`config.mk`:
```
export PLATFORM = sky130hd
export DESIGN_NAME = fetch_unit
export DESIGN_NICKNAME = d
export VERILOG_FILES = /design/src/rtl/cpu_pkg.sv /design/src/rtl/fetch_unit.sv
export SDC_FILE = /design/constraint.sdc
export NUM_CORES = 1
export LEC_CHECK = 0
export BUFFER_PORTS_ARGS = -buffer_cell sky130_fd_sc_hd__buf_2
export CORE_AREA = 4 4 120 122
export DETAILED_ROUTE_END_ITERATION = 10
export DIE_AREA = 0 0 124 126
export GPL_TIMING_DRIVEN = 0
export PLACE_DENSITY = 0.77
export SETUP_SLACK_MARGIN = 0.4
export SYNTH_ARGS = -nofsm -noshare
export SYNTH_HDL_FRONTEND = slang
export SYNTH_SLANG_ARGS = --single-unit
```
`constraint.sdc`:
```
create_clock -name clk_i -period 2.58 [get_ports clk_i]
set_clock_uncertainty 0.2 [all_clocks]
set_input_delay 0.129 -clock clk_i [delete_from_list [all_inputs] [get_ports clk_i]]
set_output_delay 0.129 -clock clk_i [all_outputs]
set_load 0.03 [all_outputs]
```
`src/rtl/cpu_pkg.sv`:
```
// rtl/cpu_pkg.sv - shared cpu constants and the fetch FSM state type
package cpu_pkg;

  // Bytes per instruction word; the fetch PC advances by this amount
  localparam int unsigned WORD_BYTES = 4;

  // ARM "mov r0, r0", presented to decode when no live instruction is present
  localparam logic [31:0] NOP_INSTR = 32'hE1A0_0000;

  typedef enum logic [1:0] {
    FETCH_BOOT = 2'd0,
    FETCH_RUN  = 2'd1,
    FETCH_HALT = 2'd2
  } fetch_state_e;

endpackage

```
`src/rtl/fetch_unit.sv`:
```
// rtl/fetch_unit.sv - instruction fetch stage with stall, branch redirect and range halt
module fetch_unit #(
  parameter logic [31:0] RESET_PC   = 32'h0000_0000,
  parameter int unsigned IMEM_BYTES = 512,
  parameter logic [31:0] NOP_INSTR  = cpu_pkg::NOP_INSTR
) (
  input  logic        clk_i,
  input  logic        rst_ni,
  input  logic        stall_i,
  input  logic        branch_taken_i,
  input  logic [31:0] branch_target_i,
  input  logic [31:0] instr_i,
  output logic [31:0] pc_o,
  output logic        instr_mem_read_en_o,
  output logic [31:0] if_instr_o,
  output logic [31:0] if_pc_o,
  output logic [31:0] if_pc_plus8_o,
  output logic        if_valid_o,
  output logic        halted_o,
  output logic [31:0] fetch_count_o
);
  import cpu_pkg::*;

  fetch_state_e state_q;
  logic [31:0]  pc_q;
  logic [31:0]  req_pc_q;
  logic         req_valid_q;
  logic [31:0]  fetch_count_q;
  logic [31:0]  fetch_count_d;

  logic [31:0]  target_aligned;
  logic [32:0]  pc_last_byte;
  logic [32:0]  target_last_byte;
  logic         in_range;
  logic         target_in_range;
  logic         read_en;

  // A word fetch is legal only if its last byte lies inside the memory. The
  // sums are one bit wider so the bound trips before pc arithmetic can wrap.
  assign target_aligned   = branch_target_i & ~32'h0000_0003;
  assign pc_last_byte     = {1'b0, pc_q} + 33'd3;
  assign target_last_byte = {1'b0, target_aligned} + 33'd3;
  assign in_range         = pc_last_byte < 33'(IMEM_BYTES);
  assign target_in_range  = target_last_byte < 33'(IMEM_BYTES);

  // Reads happen only in RUN; a redirect or a stalled decode suppresses them
  assign read_en = (state_q == FETCH_RUN) & ~stall_i & ~branch_taken_i & in_range;

  assign pc_o                = pc_q;
  assign instr_mem_read_en_o = read_en;
  assign if_instr_o          = req_valid_q ? instr_i : NOP_INSTR;
  assign if_pc_o             = req_pc_q;
  assign if_pc_plus8_o       = req_pc_q + 32'd8;
  assign if_valid_o          = req_valid_q;
  assign halted_o            = (state_q == FETCH_HALT);
  assign fetch_count_o       = fetch_count_q;

  // Fetch sequencer: boot delay, linear fetch with redirect/stall, halt on range exit
  always_ff @(posedge clk_i or negedge rst_ni) begin
    if (!rst_ni) begin
      state_q     <= FETCH_BOOT;
      pc_q        <= RESET_PC;
      req_pc_q    <= 32'h0;
      req_valid_q <= 1'b0;
    end else begin
      case (state_q)
        FETCH_BOOT: begin
          state_q <= FETCH_RUN;
        end
        FETCH_RUN: begin
          if (branch_taken_i) begin
            pc_q        <= target_aligned;
            req_valid_q <= 1'b0;
          end else if (stall_i) begin
            // hold everything so decode sees a stable instruction
            pc_q <= pc_q;
          end else if (!in_range) begin
            state_q     <= FETCH_HALT;
            req_valid_q <= 1'b0;
          end else begin
            pc_q        <= pc_q + 32'(WORD_BYTES);
            req_pc_q    <= pc_q;
            req_valid_q <= 1'b1;
          end
        end
        FETCH_HALT: begin
          req_valid_q <= 1'b0;
          if (branch_taken_i && target_in_range) begin
            pc_q    <= target_aligned;
            state_q <= FETCH_RUN;
          end
        end
        default: begin
          state_q     <= FETCH_BOOT;
          req_valid_q <= 1'b0;
        end
      endcase
    end
  end

  // An instruction counts as fetched once decode takes it
  assign fetch_count_d = (req_valid_q & ~stall_i) ? fetch_count_q + 32'd1 : fetch_count_q;

  // Accepted-instruction counter, wraps naturally at 2^32
  always_ff @(posedge clk_i or negedge rst_ni) begin
    if (!rst_ni) begin
      fetch_count_q <= 32'h0;
    end else begin
      fetch_count_q <= fetch_count_d;
    end
  end

endmodule

```
==> impl_metrics.tcl, run 1 <==
set metrics [dict create \
    reg2reg_slack_ps 450 \
    wirelength_mm 18.48 \
    setup_slack_ps 145.9 \
    final.period_utilization 0.9434 \
    cts-root-buf "clkbuf_16" \
    placed_cell_area_mm2 0.006755 \
    setup_viol 0 \
    path_class "register to output port" \
    finalMaxSlewViolations 0 \
    drt_first_pass_iters 4 \
    synth-main-ff-cell "dfrtp_1" \
    first_iter_violations 385 \
    drive_gt1_frac 0.4791 \
    min_period_ps 2434 \
    yosysUniqueCellTypes 55 \
    io_buffers 222 \
    worst_hold_path.endpoint "pc_o[14]$_DFFE_PN0P_" \
    rsz0062_at_grt "yes" \
    cts_buffer_depth 2 \
    syn_area_mm2 0.005268 \
    power.density_mw_per_mm2 579.8 \
    dp_hpwl_mm 12.80 \
    ys_warn_count 0 \
    max_freq_ghz 0.4108 \
    rows 42 \
    drc 0 \
    r2r-end "if_pc_o[3]$_DFFE_PN0P_" \
    peakVddDrop_v 0.0005094 \
    r2r_start "pc_o[26]$_DFFE_PN0P_" \
    max_slew.worst_pin.slew_ps 824.1 \
    nFillCells 1064 \
    grt_overflow_total 0 \
    cp-start-kind "register" \
    synth_top_area_share 0.4513 \
    syn_to_final_growth_pct 56.70 \
    r2r_cells 5 \
    whs_path_depth 4 \
    ys_seq_area_frac 0.4513 \
    nets 926 \
    avgSynthCellArea_um2 9.773 \
    cp_max_fo 5 \
    relSlewSlack 0.4455 \
    path_delay_family "simple AND/OR/NAND/NOR gates" \
    status "finished, final reports clean" \
    routedWlPerCell_um 17.82 \
    cp-end-kind "output port" \
    crit_arrival_ps 2110 \
    grt_first_pass_wirelength_mm 27.37 \
    yosysTopAreaCell "dfrtp_1" \
    synth_edf_count 0 \
    cts_tree "done" \
    io_pins 231 \
    power.leakage_uw 0.004233 \
    initial_core_util 0.3994 \
    netlist_instances 539 \
    cpMaxStageDelayCell "dfrtp_2" \
    hold_path.class "input port to register" \
    hold_viol 0 \
    num_vias 5459 \
    postRouteAntennaNets 0 \
    die_x_um 124 \
    grt_pass1_vias 5201 \
    synth_area_leaders "dfrtp_1 45%, xnor2_1 6.3%, and2_1 5.9%" \
    die_h_um 126 \
    slowest_delay_ps 370 \
    track_usage 0.2232 \
    fin_area_mm2 0.008254 \
    synthArstFlopShare 1.000 \
    antenna_found_initial 1 \
    cts-htree-levels 3 \
    ys_ff_latch 95 \
    path_cells "and4_4 -> and3_4 -> nand4_4 -> nor4_4 -> xor2_2 -> buf_6" \
    place.gp.congestion 0.9336 \
    numCtsBuffers 9 \
    clock_sinks 95 \
    vias_per_cell 5.264 \
    coreArea_mm2 0.01319 \
    pre_cts_slack_ps 293.3 \
    grt_max_degree 64 \
    max_cap_violations 0 \
    clk_latency_ps 350 \
    crit_buf_inv 1 \
    dieArea_mm2 0.01562 \
    hold_start "branch_target_i[14]" \
    clk_pin_slew_worst_paths_ps 70 \
    crit_required_ps 2250 \
]
## synthesized netlist by cell type, types with 6 or more instances
cell / n
nand2b_1: 9
xnor2_1: 38
buf_4: 9
nand4_1: 15
nand3_1: 32
buf_2: 7
nand2_1: 41
xor2_1: 20
and3_1: 11
clkbuf_1: 9
and4_1: 7
o21ai_0: 13
and2_1: 50
inv_1: 13
nor3_1: 12
dfrtp_1: 95
nor3b_1: 6
a31o_2: 8
nor2_1: 42
nor4_1: 14
a21oi_1: 16
mux2_4: 7
o22ai_1: 10
## cells by family (layout without fill, tap and decap cells)
group,after synthesis,in the layout,share of synthesized area
and+or+nand+nor,261,262,0.2891
other,1,7,0.0007119
adders and majority gates,3,3,0.007127
xor gates and xnor gates,58,58,0.09644
buffers and inverters,43,358,0.04465
DFF,95,95,0.4513
muxes,8,8,0.02209
AOI/OAI and AO/OA,70,70,0.08860
## what timing repair did
action                     in CTS  in global routing
gates resized for setup        67                 64
cloned                          0                  2
setup endpoints to repair      45                 80
setup buffers                  21                 25
pin swaps                      17                 26
hold endpoints to repair      123                  0
hold buffers                   29                  0
## cell usage in the layout, fill, tap and decap left out, types with 10 or more instances in the layout
master           n
buf_2          205
dfrtp_1         74
buf_4           55
and2_1          50
nand2_1         39
nor2_1          39
xnor2_1         35
dlygate4sd3_1   29
nand3_1         28
buf_6           26
dfrtp_2         21
a21oi_1         16
nand4_1         15
inv_1           13
o21ai_0         13
xor2_2          10
xor2_1          10
o22ai_1         10
clkbuf_16       10
## through the flow
step	power [uW]	hold slack, ps	utilization	TNS [ps]	std cells
3_3_place_gp	3158	199.5	0.5099	-80.82	942
5_1_grt	5008	28.08	0.6256	0	1036
6_report	4786	18.25	0.6258	0	1037
3_5_place_dp	3188	-87.68	0.5121	0	943
2_1_floorplan	2714	-366.6	-	0	544
4_1_cts	4670	11.05	0.5910	0	1009
## power by group
group          internal [uW]  leakage [uW]  total [uW]  switching, uW
combinational            507       0.00289        1350            841
clock                    843      0.000155        1420            582
sequential              1660       0.00119        2010            349
## how the worst max path moves through the flow
stage / from / to / slack (ps) / cells after the start
floorplan: if_pc_o[3]$_DFFE_PN0P_ / if_pc_plus8_o[25] / 400 / 5
global placement: rst_ni / if_pc_o[21]$_DFFE_PN0P_ / -8 / 1
detailed placement: if_pc_o[3]$_DFFE_PN0P_ / if_pc_plus8_o[31] / 290 / 6
CTS: if_pc_o[6]$_DFFE_PN0P_ / if_pc_plus8_o[30] / 180 / 7
global route: if_pc_o[12]$_DFFE_PN0P_ / if_pc_plus8_o[31] / 80 / 6
finish: if_pc_o[6]$_DFFE_PN0P_ / if_pc_plus8_o[31] / 150 / 6
## worst reg2reg max path: cells and delay by family, from the launching register on
| kind | cells | cell delay [ps] |
|---|---|---|
| DFF | 1 | 470 |
| muxes | 1 | 330 |
| and+or+nand+nor | 4 | 1020 |
## flip-flops by register name (all words and copies together) (netlist names)
name / count
fetch_count_o: 32
if_pc_o: 30
pc_o: 30
if_valid_o: 1
state_q: 2
## routing by layer
metal / up-vias / share of wire / GRT usage
met5: - / 0 / 0
met4: 0 / 0.018 / 0.08054
met3: 28 / 0.084 / 0.04798
met2: 266 / 0.50 / 0.3732
met1: 2647 / 0.40 / 0.2832
li1: 2518 / - / -
## area by class of cell
| class | instances | area (um^2) | area share |
|---|---|---|---|
| Inverter | 13 | 48.80 | 0.005912 |
| Timing Repair Buffer | 299 | 1937 | 0.2347 |
| Clock buffer | 9 | 225.2 | 0.02729 |
| Clock inverter | 7 | 87.58 | 0.01061 |
| Buffer | 30 | 214.0 | 0.02592 |
| Multi-Input combinational cell | 407 | 3115 | 0.3774 |
| Sequential cell | 95 | 2404 | 0.2912 |
| Tap cell | 176 | 220.2 | 0.02668 |
| Antenna cell | 1 | 2.502 | 0.0003032 |
Note: power is estimated with default switching activity, not from simulation.
==> run 2, diff against run 1 <==
--- a/config.mk
+++ b/config.mk
@@ -6,11 +6,11 @@
 export NUM_CORES = 1
 export LEC_CHECK = 0
 export BUFFER_PORTS_ARGS = -buffer_cell sky130_fd_sc_hd__buf_2
-export CORE_AREA = 4 4 120 122
+export CORE_AREA = 4 4 87 170
 export DETAILED_ROUTE_END_ITERATION = 10
-export DIE_AREA = 0 0 124 126
+export DIE_AREA = 0 0 91 174
 export GPL_TIMING_DRIVEN = 0
-export PLACE_DENSITY = 0.77
+export PLACE_DENSITY = 0.76
 export SETUP_SLACK_MARGIN = 0.4
 export SYNTH_ARGS = -nofsm -noshare
 export SYNTH_HDL_FRONTEND = slang
==> run 2 against run 1 <==
  * Hold slack got worse by 16 ps
  * Via count rose by 2.3%
  * Non-clock buffer count fell by 1
  * Largest power group unchanged
==> impl_metrics.tcl, run 2 (synthesis results as in run 1) <==
set metrics [dict create \
    cp-start-kind "register" \
    fin_tns_setup_ps 0 \
    drc 0 \
    max_freq_ghz 0.4189 \
    setup_viol 0 \
    slowest_delay_ps 370 \
    cts_tree "done" \
    status "finished, final reports clean" \
    largest_reg_flops 32 \
    p_sw_frac 0.3698 \
    drt_first_pass_iters 5 \
    switchingPower_uw 1885 \
    max_slew.worst_pin.slew_ps 564.8 \
    routedWlPerCell_um 18.40 \
    grt_pass1_vias 5459 \
    antenna_found_initial 0 \
    path_class "register to output port" \
    max_cap_violations 0 \
    grt_overflow_total 0 \
    num_vias 5585 \
    die_x_um 91 \
    p_comb_frac 0.287 \
    layout_common_cells "209 x buf_2, 73 x dfrtp_1, 59 x buf_4" \
    use_met1 0.2298 \
    cts-root-buf "clkbuf_16" \
    grt_util_met3 0.04288 \
    path_cells "and4_4 -> and4_1 -> buf_6 -> nand4_4 -> nor4_4 -> xor2_2 -> buf_6" \
    drive_gt1_frac 0.4814 \
    fin_total_pwr_uw 5099 \
    peakVddDrop_v 0.0004787 \
    numCtsBuffers 9 \
    busiest_layer "met2" \
    final_common_cell "buf_2" \
    crit_arrival_ps 2060 \
    p_int_uw 3213 \
    cp_max_fo 7 \
    clk_latency_ps 350 \
    place.gp.congestion 0.8542 \
    rows 60 \
    dieArea_mm2 0.01583 \
    hold_viol 0 \
    clk_pin_slew_worst_paths_ps 80 \
    initial_core_util 0.3898 \
    die_h_um 174 \
    multi_input_area_mm2 0.003136 \
    finalMaxSlewViolations 0 \
    final.period_utilization 0.9254 \
    p_clk_frac 0.311 \
    syn_to_final_growth_pct 56.46 \
    io_buffers 222 \
    vias_per_cell 5.513 \
    cp-end-kind "output port" \
    pwr-share-seq 0.402 \
    first_iter_violations 249 \
    grt_max_degree 56 \
    grt_first_pass_wirelength_mm 28.46 \
    coreArea_mm2 0.01351 \
    cts_buffer_depth 2 \
    cp_common_cell "buf_6" \
    hold_path.class "input port to register" \
    min_period_ps 2387 \
    seqCellArea_mm2 0.002405 \
    power.leakage_uw 0.004206 \
    io_pins 231 \
    track_usage 0.2217 \
    n_antenna_cell 0 \
    cpMaxStageDelayCell "dfrtp_2" \
    clock_sinks 95 \
    crit_required_ps 2250 \
    nFillCells 1101 \
    use_met2 0.4103 \
    power.density_mw_per_mm2 618.6 \
    relSlewSlack 0.6235 \
    nets 924 \
    dp_hpwl_mm 12.81 \
    postRouteAntennaNets 0 \
    cts-htree-levels 3 \
    rsz0062_at_grt "yes" \
    wirelength_mm 18.64 \
]
==> run 2: cell count changes in the layout (fill, tap and decap cells not counted), moves of 4 or more <==
cell,previous run,this run
buf_6,26,14
buf_2,205,209
buf_4,55,59
nor4_1,8,4
clkinv_2,4,0
==> run 2: stage by stage <==
step                      worst slack, ps    util  hold WS (ps)  std cells  cell area (um^2)
after floorplan                     400.4       -        -366.6        544              5394
after global placement              67.75  0.4957         186.7        921              6699
after detailed placement            209.3  0.4980        -38.36        922              6729
after CTS                           157.0  0.5766        -2.817        992              7791
after global routing                88.12  0.6099         23.69       1013              8242
final                               192.5  0.6099         2.298       1013              8242
==> run 2: routing by layer <==
metal / vias to the layer above / part of all wire
met3: 79 / 0.067
met5: - / 0
met1: 2679 / 0.34
li1: 2500 / -
met4: 0 / 0.049
met2: 327 / 0.54
==> run 2: final timing paths <==
path	endpoint	cells past startpoint	startpoint	slack [ps]
max	if_pc_plus8_o[30]	7	if_pc_o[5]$_DFFE_PN0P_	190
min	pc_o[14]$_DFFE_PN0P_	4	branch_target_i[14]	2
max reg2reg	pc_o[27]$_DFFE_PN0P_	6	pc_o[11]$_DFFE_PN0P_	370
min reg2reg	fetch_count_o[31]$_DFFE_PN0P_	1	fetch_count_o[31]$_DFFE_PN0P_	290
max in group asynchronous	pc_o[24]$_DFFE_PN0P_	3	rst_ni	1380
min in group asynchronous	pc_o[5]$_DFFE_PN0P_	2	rst_ni	100
==> run 2: final cells by class <==
type	instances	area share
Buffer	30	0.02717
Clock inverter	6	0.01397
Timing Repair Buffer	298	0.2282
Sequential cell	95	0.2918
Inverter	13	0.005921
Clock buffer	10	0.02900
Multi-Input combinational cell	406	0.3804
Tap cell	155	0.02353
==> run 2: worst max-delay path: cells and delay by family, from the launching register on <==
kind                      cells  cell delay [ps]
xor gates and xnor gates      1              170
buffers and inverters         2              260
DFF                           1              370
and+or+nand+nor               4              910
==> run 2: power groups by stage <==
stage               sequential [uW]  clock (uW)  combinational, uW
CTS                            1960        1610               1280
finish                         2050        1590               1460
floorplan                      2220           0                490
global placement               1970           0               1190
global route                   2070        1660               1550
detailed placement             1980           0               1210
==> run 2: repair_timing <==
item | in CTS | in global routing
resized for setup | 51 | 70
cloned | 0 | 1
pin swaps | 18 | 20
setup endpoints to repair | 45 | 81
buffers inserted | 24 | 20
hold endpoints to repair | 70 | 0
hold buffers | 30 | 0
